$ cat src/rtl/present80_pkg.sv
// Shared constants and types for the iterative PRESENT-80 encryption core.
package present80_pkg;

    localparam int KEY_W   = 80;
    localparam int BLOCK_W = 64;
    localparam int RC_W    = 6;
    localparam int ROUNDS  = 31;

    // Entry n of the packed array is S(n); the rightmost literal is S(0).
    localparam logic [15:0][3:0] SBOX = {
        4'h2, 4'h1, 4'h7, 4'h4, 4'h8, 4'hF, 4'hE, 4'h3,
        4'hD, 4'hA, 4'h0, 4'h9, 4'hB, 4'h6, 4'h5, 4'hC
    };

    typedef enum logic {
        IDLE,
        RUN
    } state_e;

endpackage

$ cat src/rtl/present80_sbox.sv
// 4-bit PRESENT substitution box, purely combinational.
module present80_sbox
    import present80_pkg::*;
(
    input  logic [3:0] din,
    output logic [3:0] dout
);

    assign dout = SBOX[din];

endmodule

$ cat src/rtl/present80_core.sv
// PRESENT-80 encryption engine: one round per clock, 32 cycles from accepted start to done.
module present80_core
    import present80_pkg::*;
#(
    parameter int ROUNDS = 31
) (
    input  logic                 clk,
    input  logic                 reset,
    input  logic                 start,
    input  logic [KEY_W-1:0]     key,
    input  logic [BLOCK_W-1:0]   plaintext,
    output logic [BLOCK_W-1:0]   ciphertext,
    output logic                 busy,
    output logic                 done
);

    state_e               fsm_q, fsm_d;
    logic [BLOCK_W-1:0]   state_q, state_d;
    logic [KEY_W-1:0]     key_q, key_d;
    logic [RC_W-1:0]      rc_q, rc_d;
    logic [BLOCK_W-1:0]   ct_d;
    logic                 busy_d, done_d;

    logic [BLOCK_W-1:0]   round_in;
    logic [BLOCK_W-1:0]   sb_out;
    logic [BLOCK_W-1:0]   perm;
    logic [KEY_W-1:0]     key_rot;
    logic [3:0]           key_sb;
    logic [KEY_W-1:0]     key_next;

    assign round_in = state_q ^ key_q[KEY_W-1:KEY_W-BLOCK_W];

    for (genvar n = 0; n < 16; n++) begin : g_sbox
        present80_sbox u_sbox (
            .din  (round_in[4*n +: 4]),
            .dout (sb_out[4*n +: 4])
        );
    end

    // Bit i lands at (16*i) mod 63; bit 63 is a fixed point.
    for (genvar i = 0; i < BLOCK_W - 1; i++) begin : g_player
        assign perm[(16 * i) % 63] = sb_out[i];
    end
    assign perm[BLOCK_W-1] = sb_out[BLOCK_W-1];

    assign key_rot = {key_q[18:0], key_q[79:19]};

    present80_sbox u_key_sbox (
        .din  (key_rot[79:76]),
        .dout (key_sb)
    );

    assign key_next = {key_sb, key_rot[75:20], key_rot[19:15] ^ rc_q[4:0], key_rot[14:0]};

    always_comb begin
        fsm_d   = fsm_q;
        state_d = state_q;
        key_d   = key_q;
        rc_d    = rc_q;
        ct_d    = ciphertext;
        busy_d  = busy;
        done_d  = 1'b0;

        unique case (fsm_q)
            IDLE: begin
                if (start) begin
                    state_d = plaintext;
                    key_d   = key;
                    rc_d    = RC_W'(1);
                    busy_d  = 1'b1;
                    fsm_d   = RUN;
                end
            end
            RUN: begin
                if (rc_q == RC_W'(ROUNDS + 1)) begin
                    ct_d   = round_in;
                    done_d = 1'b1;
                    busy_d = 1'b0;
                    rc_d   = '0;
                    fsm_d  = IDLE;
                end else begin
                    state_d = perm;
                    key_d   = key_next;
                    rc_d    = rc_q + RC_W'(1);
                end
            end
            default: fsm_d = IDLE;
        endcase
    end

    always_ff @(posedge clk) begin
        if (reset) begin
            fsm_q      <= IDLE;
            state_q    <= '0;
            key_q      <= '0;
            rc_q       <= '0;
            ciphertext <= '0;
            busy       <= 1'b0;
            done       <= 1'b0;
        end else begin
            fsm_q      <= fsm_d;
            state_q    <= state_d;
            key_q      <= key_d;
            rc_q       <= rc_d;
            ciphertext <= ct_d;
            busy       <= busy_d;
            done       <= done_d;
        end
    end

endmodule

$ cat config.mk
export PLATFORM = sky130hd
export DESIGN_NAME = present80_core
export DESIGN_NICKNAME = d
export VERILOG_FILES = /design/src/rtl/present80_pkg.sv /design/src/rtl/present80_sbox.sv /design/src/rtl/present80_core.sv
export SDC_FILE = /design/constraint.sdc
export NUM_CORES = 1
export LEC_CHECK = 0
export CORE_ASPECT_RATIO = 1.4
export CORE_MARGIN = 2
export CORE_UTILIZATION = 55
export CTS_CLUSTER_SIZE = 12
export DETAILED_ROUTE_END_ITERATION = 10
export GPL_ROUTABILITY_DRIVEN = 1
export PLACE_DENSITY = 0.91
export SLEW_MARGIN = 20
export SYNTH_ARGS = -nofsm -noshare
export SYNTH_HDL_FRONTEND = slang
export SYNTH_SLANG_ARGS = --single-unit
$ cat constraint.sdc
create_clock -name clk -period 6 [get_ports clk]
set_input_delay 1.2 -clock clk [delete_from_list [all_inputs] [get_ports clk]]
set_output_delay 1.2 -clock clk [all_outputs]
set_load 0.02 [all_outputs]
Word level (Yosys, flattened, before mapping) --
Memory sizes are Yosys's and may differ from the RTL's. A register that Yosys moved wholly into a read port is not among the register bits. Index checks and enable logic that the tools add are counted.
Storage, ports and cells: flip-flop bits (word level) 217, bits of input ports 147, logic and storage cells 88, memory bits (read-only) 1088, memories 17, output and inout port bits 66
Operators by class: muxes and demuxes 35, equality and inequality tests 4, bitwise logic cells 3, $lt $le $gt $ge 17, add/subtract/negate cells 1, reduce and logical (&&, ||, !) cells 4
Memories:
- (no name shown) | words 16, bits a word 4, read ports 1, clocked after memory_dff 0, wr ports 0, line present80_sbox.sv:9 | assign dout = SBOX[din];
- (no name shown) | words 16, bits a word 4, read ports 1, clocked after memory_dff 0, wr ports 0, line present80_sbox.sv:9
- (no name shown) | words 16, bits a word 4, read ports 1, clocked after memory_dff 0, wr ports 0, line present80_sbox.sv:9
- (no name shown) | words 16, bits a word 4, read ports 1, clocked after memory_dff 0, wr ports 0, line present80_sbox.sv:9
- (no name shown) | words 16, bits a word 4, read ports 1, clocked after memory_dff 0, wr ports 0, line present80_sbox.sv:9
- (no name shown) | words 16, bits a word 4, read ports 1, clocked after memory_dff 0, wr ports 0, line present80_sbox.sv:9
- 11 more memories
Operators by type and width (count):
- 80-bit two-way mux | 2
- 80-bit case mux with 2 select lines | 1
- 64-bit two-way mux | 2
- 64-bit case mux with 2 select lines | 1
- 4-bit by 5-bit less-than comparator with 1-bit output (second input constant) | 17
- 4-bit two-way mux | 19
- 64-bit bitwise XOR | 1
- 6-bit two-way mux | 2
- 6-bit case mux with 2 select lines | 1
- 6-bit by 1-bit adder with 6-bit output (second input constant) | 1
- 6-bit == test (second input constant) | 1
- 2-bit AND reduction | 3
- 1-bit two-way mux | 5
- 5-bit bitwise XOR | 1
- 2-bit != test (second input constant) | 2
- 1-bit case mux with 2 select lines | 2
- 2-bit by 1-bit != test with 1-bit output (second input constant) | 1
- 2-bit OR reduction | 1
- 1-bit NOT | 1

Longest topological paths before layout --
word-level depth 6, gate-level depth with buffers 9

Hierarchy --
A second synthesis with hierarchy kept.
Unflattened totals: cell total of the unflattened synthesis 1532, area, all modules 13475.4 µm²
By module, submodules not included:
- present80_core | area each 10327.4 µm², cells an instance 1226, instances 1, seq. area each 4344.2 µm²
- present80_sbox | area each 185.2 µm², cells an instance 18, instances 17, seq. area each 0.0 µm²

Worst setup path before layout --
OpenSTA, ideal clock, no wires.
path kind input to register, from input port start, to register key_sb[3] (netlist name), stages on the path 7, setup time 0.070 ns, path buffers 0, required time 5.930 ns, arrival 2.742 ns, slack 3.188 ns, path through nor2_1 > a31oi_4 > mux2i_1 > inv_1 > ha_1 > mux2_1 > o2bb2ai_1
RTL lines:
- from (decl) | line present80_core.sv:9 | input logic start,

==> results.md <==
* Outcome: finished, final reports clean
* CP max FO at 18
* Final setup viols at 0
* N_diodes at 0
* Area grow syn2layout at 23.6%
* Sequential share of the synthesized area at 36.2%
* Top_reg_cell synth: dfxtp_1
* Pwr dens at around 300 nW/um2
* GRT Residual Overflow at 0
* Mux share of post-synthesis cell area at 17.3%
* Post-Synth Simple-Gate Area at under 10%
* Unique masters post-synth at 44
* Post-CTS setup buffer count at 0
* Fraction of the mapped netlist area in compound gates at 16.3%
* Final Slew Violations at 0
* Core area at 21,900 um2
* Post-Layout Cell Count at around 1.8k
* Synthesized area per cell at about 9.5 um2
* Final nets at ~1.7k
* Critical path class: in2reg
* Maxcap violations at 0
* Worst-Skew Late Latency at 530 ps
* RSZ-0062 raised after global routing: false
* Post-cts sizing count at 0
* Placed insts at 1,720
* # DRC at 0
* Final worst path period share at 59.8%
* DP Wirelength at 27,900 um
* CP startpoint: start
* Top cells by area, synth: dfxtp_1, mux2i_1, a211oi_1
* RR Startpoint: fsm_q$_SDFF_PP0_
* Fraction of layout cells with a size suffix above 1 at 6.10%
* Total Routing Usage GR at 32.1%
* Synth Area in XOR/XNOR at between 6 and 7%
* DIE AREA at 23,400 um2
* Post-Synthesis Cells at 1,292
* Peak supply drop at 0.199 mV
* Total Neg Setup Slack at 0 ps
* Clk slew on worst S/H paths at approximately 60 ps
* Worst r2r path cells at 7
* Rows at 64
* Chip width at 130 um
* Largest family of logic cells by synthesized area: multiplexers
* Synth top cells by count: dfxtp_1, nor2_1, a211oi_1
* I/O Pins at ~210
* Tot Pwr at 4460 uW
* WL/cell at around 22 um
* Initial core utilization at 55.9%
* Clock root cell: clkbuf_16
* DR vias at 11.0k
* CP Data Required Time at 6440 ps
* Initial drt markers at around 1.3k
* Skew final at 28.8 ps
* Startpoint Class: primary input
* Post-synth top area cell: dfxtp_1
* EDFF count, synth at 0
* Largest net degree at the start of global routing at between 100 and 150
* Overall routed net length at about 39,000 um
* Syn nets at 1,526
* Total leakage power at 0.00599 uW
* Initial DRT Pass Iterations at 5
* Die height at 180 um
* ANT nets after route at 0
* R2r endpoint: key_sb[2]$_DFF_P_
* Mapped Area at around 12,000 um2
* Async S/R FF share, synth at 0%
* Top-area cell type share of the netlist area at between 30% and 40%
* Final hold vios at 0
* Clock sinks at 221
* F_max at 279 MHz
* Slew @ Worst Pin at between 1000 and 1500 ps
* Yosys Warn Count at 0
* Vias in the first global route at 10.6k
* CP endpoint: key_sb[2]$_DFF_P_
* Final min period at between 3000 and 4000 ps
* Count leader, synth: dfxtp_1
* GP Congestion at 0.967
* Yosys reg bits at ~220
* Adder-Cell Fraction of Synth Area at between 8 and 9%
* CTS tree: yes
* Fillcell total at roughly 1.5k
* Max-slew headroom at 28.1%
* Total CTS buffers at 23
* Vias per cell at 6.24
* PortBufs at between 200 and 250
* Hold buffer count at CTS at 0
* Min-delay worst type: reg2reg
* Clock Path Buffers at 3
* Global-route wire length before repair at 57,900 um
* Worst setup EP type: flip-flop
* H-tree lvl count at 1
* Reg-to-reg setup timing slack at roughly 2800 ps
* Data arrival time of the critical path at 4030 ps
* Initial antenna violation count at 0
metrics by stage:
| stage | hold slack (ps) | utilization [%] | area [um2] | setup WS (ps) |
|---|---|---|---|---|
| floorplan | 442 | - | 12200 | 3190 |
| global placement | 449 | 66.0 | 14400 | 2150 |
| detailed placement | 458 | 66.0 | 14400 | 2020 |
| CTS | 466 | 69.1 | 15100 | 2480 |
| global route | 487 | 69.1 | 15100 | 2340 |
| finish | 466 | 69.1 | 15100 | 2410 |
kinds of logic after synthesis:
| logic type | after synthesis |
|---|---|
| adder cells (fa/ha/maj) | 87 |
| buffers and inverters | 158 |
| flip-flops | 221 |
| multiplexers | 170 |
| XOR/XNOR | 86 |
| AND/OR/NAND/NOR | 298 |
| AO/OA/AOI/OAI | 272 |
worst max-delay path: stages:
cell and delay [ps]:
clkdlybuf4s50_1 550, nor2_1 130, a31oi_4 580, mux2i_1 620
inv_1 170, ha_1 350, mux2_1 290, mux2i_1 120
cells in the final DEF (no fill, tap or decap), types with 4 or more instances in the layout:
cell type / n
a211oi_1: 158
a21oi_1: 28
a222oi_1: 5
a22oi_1: 17
a311oi_1: 4
buf_4: 8
clkbuf_1: 7
clkbuf_16: 23
clkdlybuf4s50_1: 211
dfxtp_1: 220
ha_1: 87
inv_1: 68
mux2_2: 8
mux2i_1: 127
mux4_2: 31
nand2_1: 51
nor2_1: 210
nor2b_1: 4
nor3_1: 21
o211ai_1: 16
o21ai_0: 13
o221ai_1: 6
o31ai_1: 4
xnor2_1: 62
xor2_1: 24
final cells by class:
cell class | count | area [um2] | share of cell area, %
clock buffer | 33 | 643 | 4.26
clock inverter | 3 | 43.8 | 0.290
inverter | 68 | 255 | 1.69
multi-input combinational | 913 | 7160 | 47.4
sequential | 221 | 4430 | 29.3
tap | 297 | 372 | 2.46
timing repair buffer | 221 | 2200 | 14.6
how the worst min path moves through the flow:
stage,end,start,cells after the start
floorplan,key_q[15]$_SDFFE_PP0N_,key_q[15]$_SDFFE_PP0N_,2
global placement,state_q[22]$_SDFFE_PP0N_,state_q[22]$_SDFFE_PP0N_,2
detailed placement,state_q[30]$_SDFFE_PP0N_,state_q[30]$_SDFFE_PP0N_,2
CTS,state_q[30]$_SDFFE_PP0N_,state_q[30]$_SDFFE_PP0N_,2
global route,state_q[59]$_SDFFE_PP0N_,state_q[59]$_SDFFE_PP0N_,2
finish,state_q[30]$_SDFFE_PP0N_,state_q[30]$_SDFFE_PP0N_,2
where the power goes:
part	switching [uW]	total, uW	internal (uW)
clock network	582	1360	779
registers	139	1720	1580
logic	750	1380	625
total	1470	4460	2990
sequential cells by signal, summed over array words and instances, names as in the netlist:
| register | count |
|---|---|
| ciphertext | 64 |
| key_sb | 4 |
| rc_q | 6 |
| done | 1 |
| state_q | 64 |
| busy | 1 |
| key_q | 80 |
| fsm_q | 1 |
per-layer routing:
layer | up-vias | routed length, um | track usage, %
met3 | 196 | 3650 | 4.81
met5 | - | 0 | 0
li1 | 4898 | - | -
met1 | 5135 | 13600 | 37.9
met4 | 0 | 3310 | 23.0
met2 | 721 | 18300 | 52.6
Note: power is estimated with default switching activity, not from simulation.
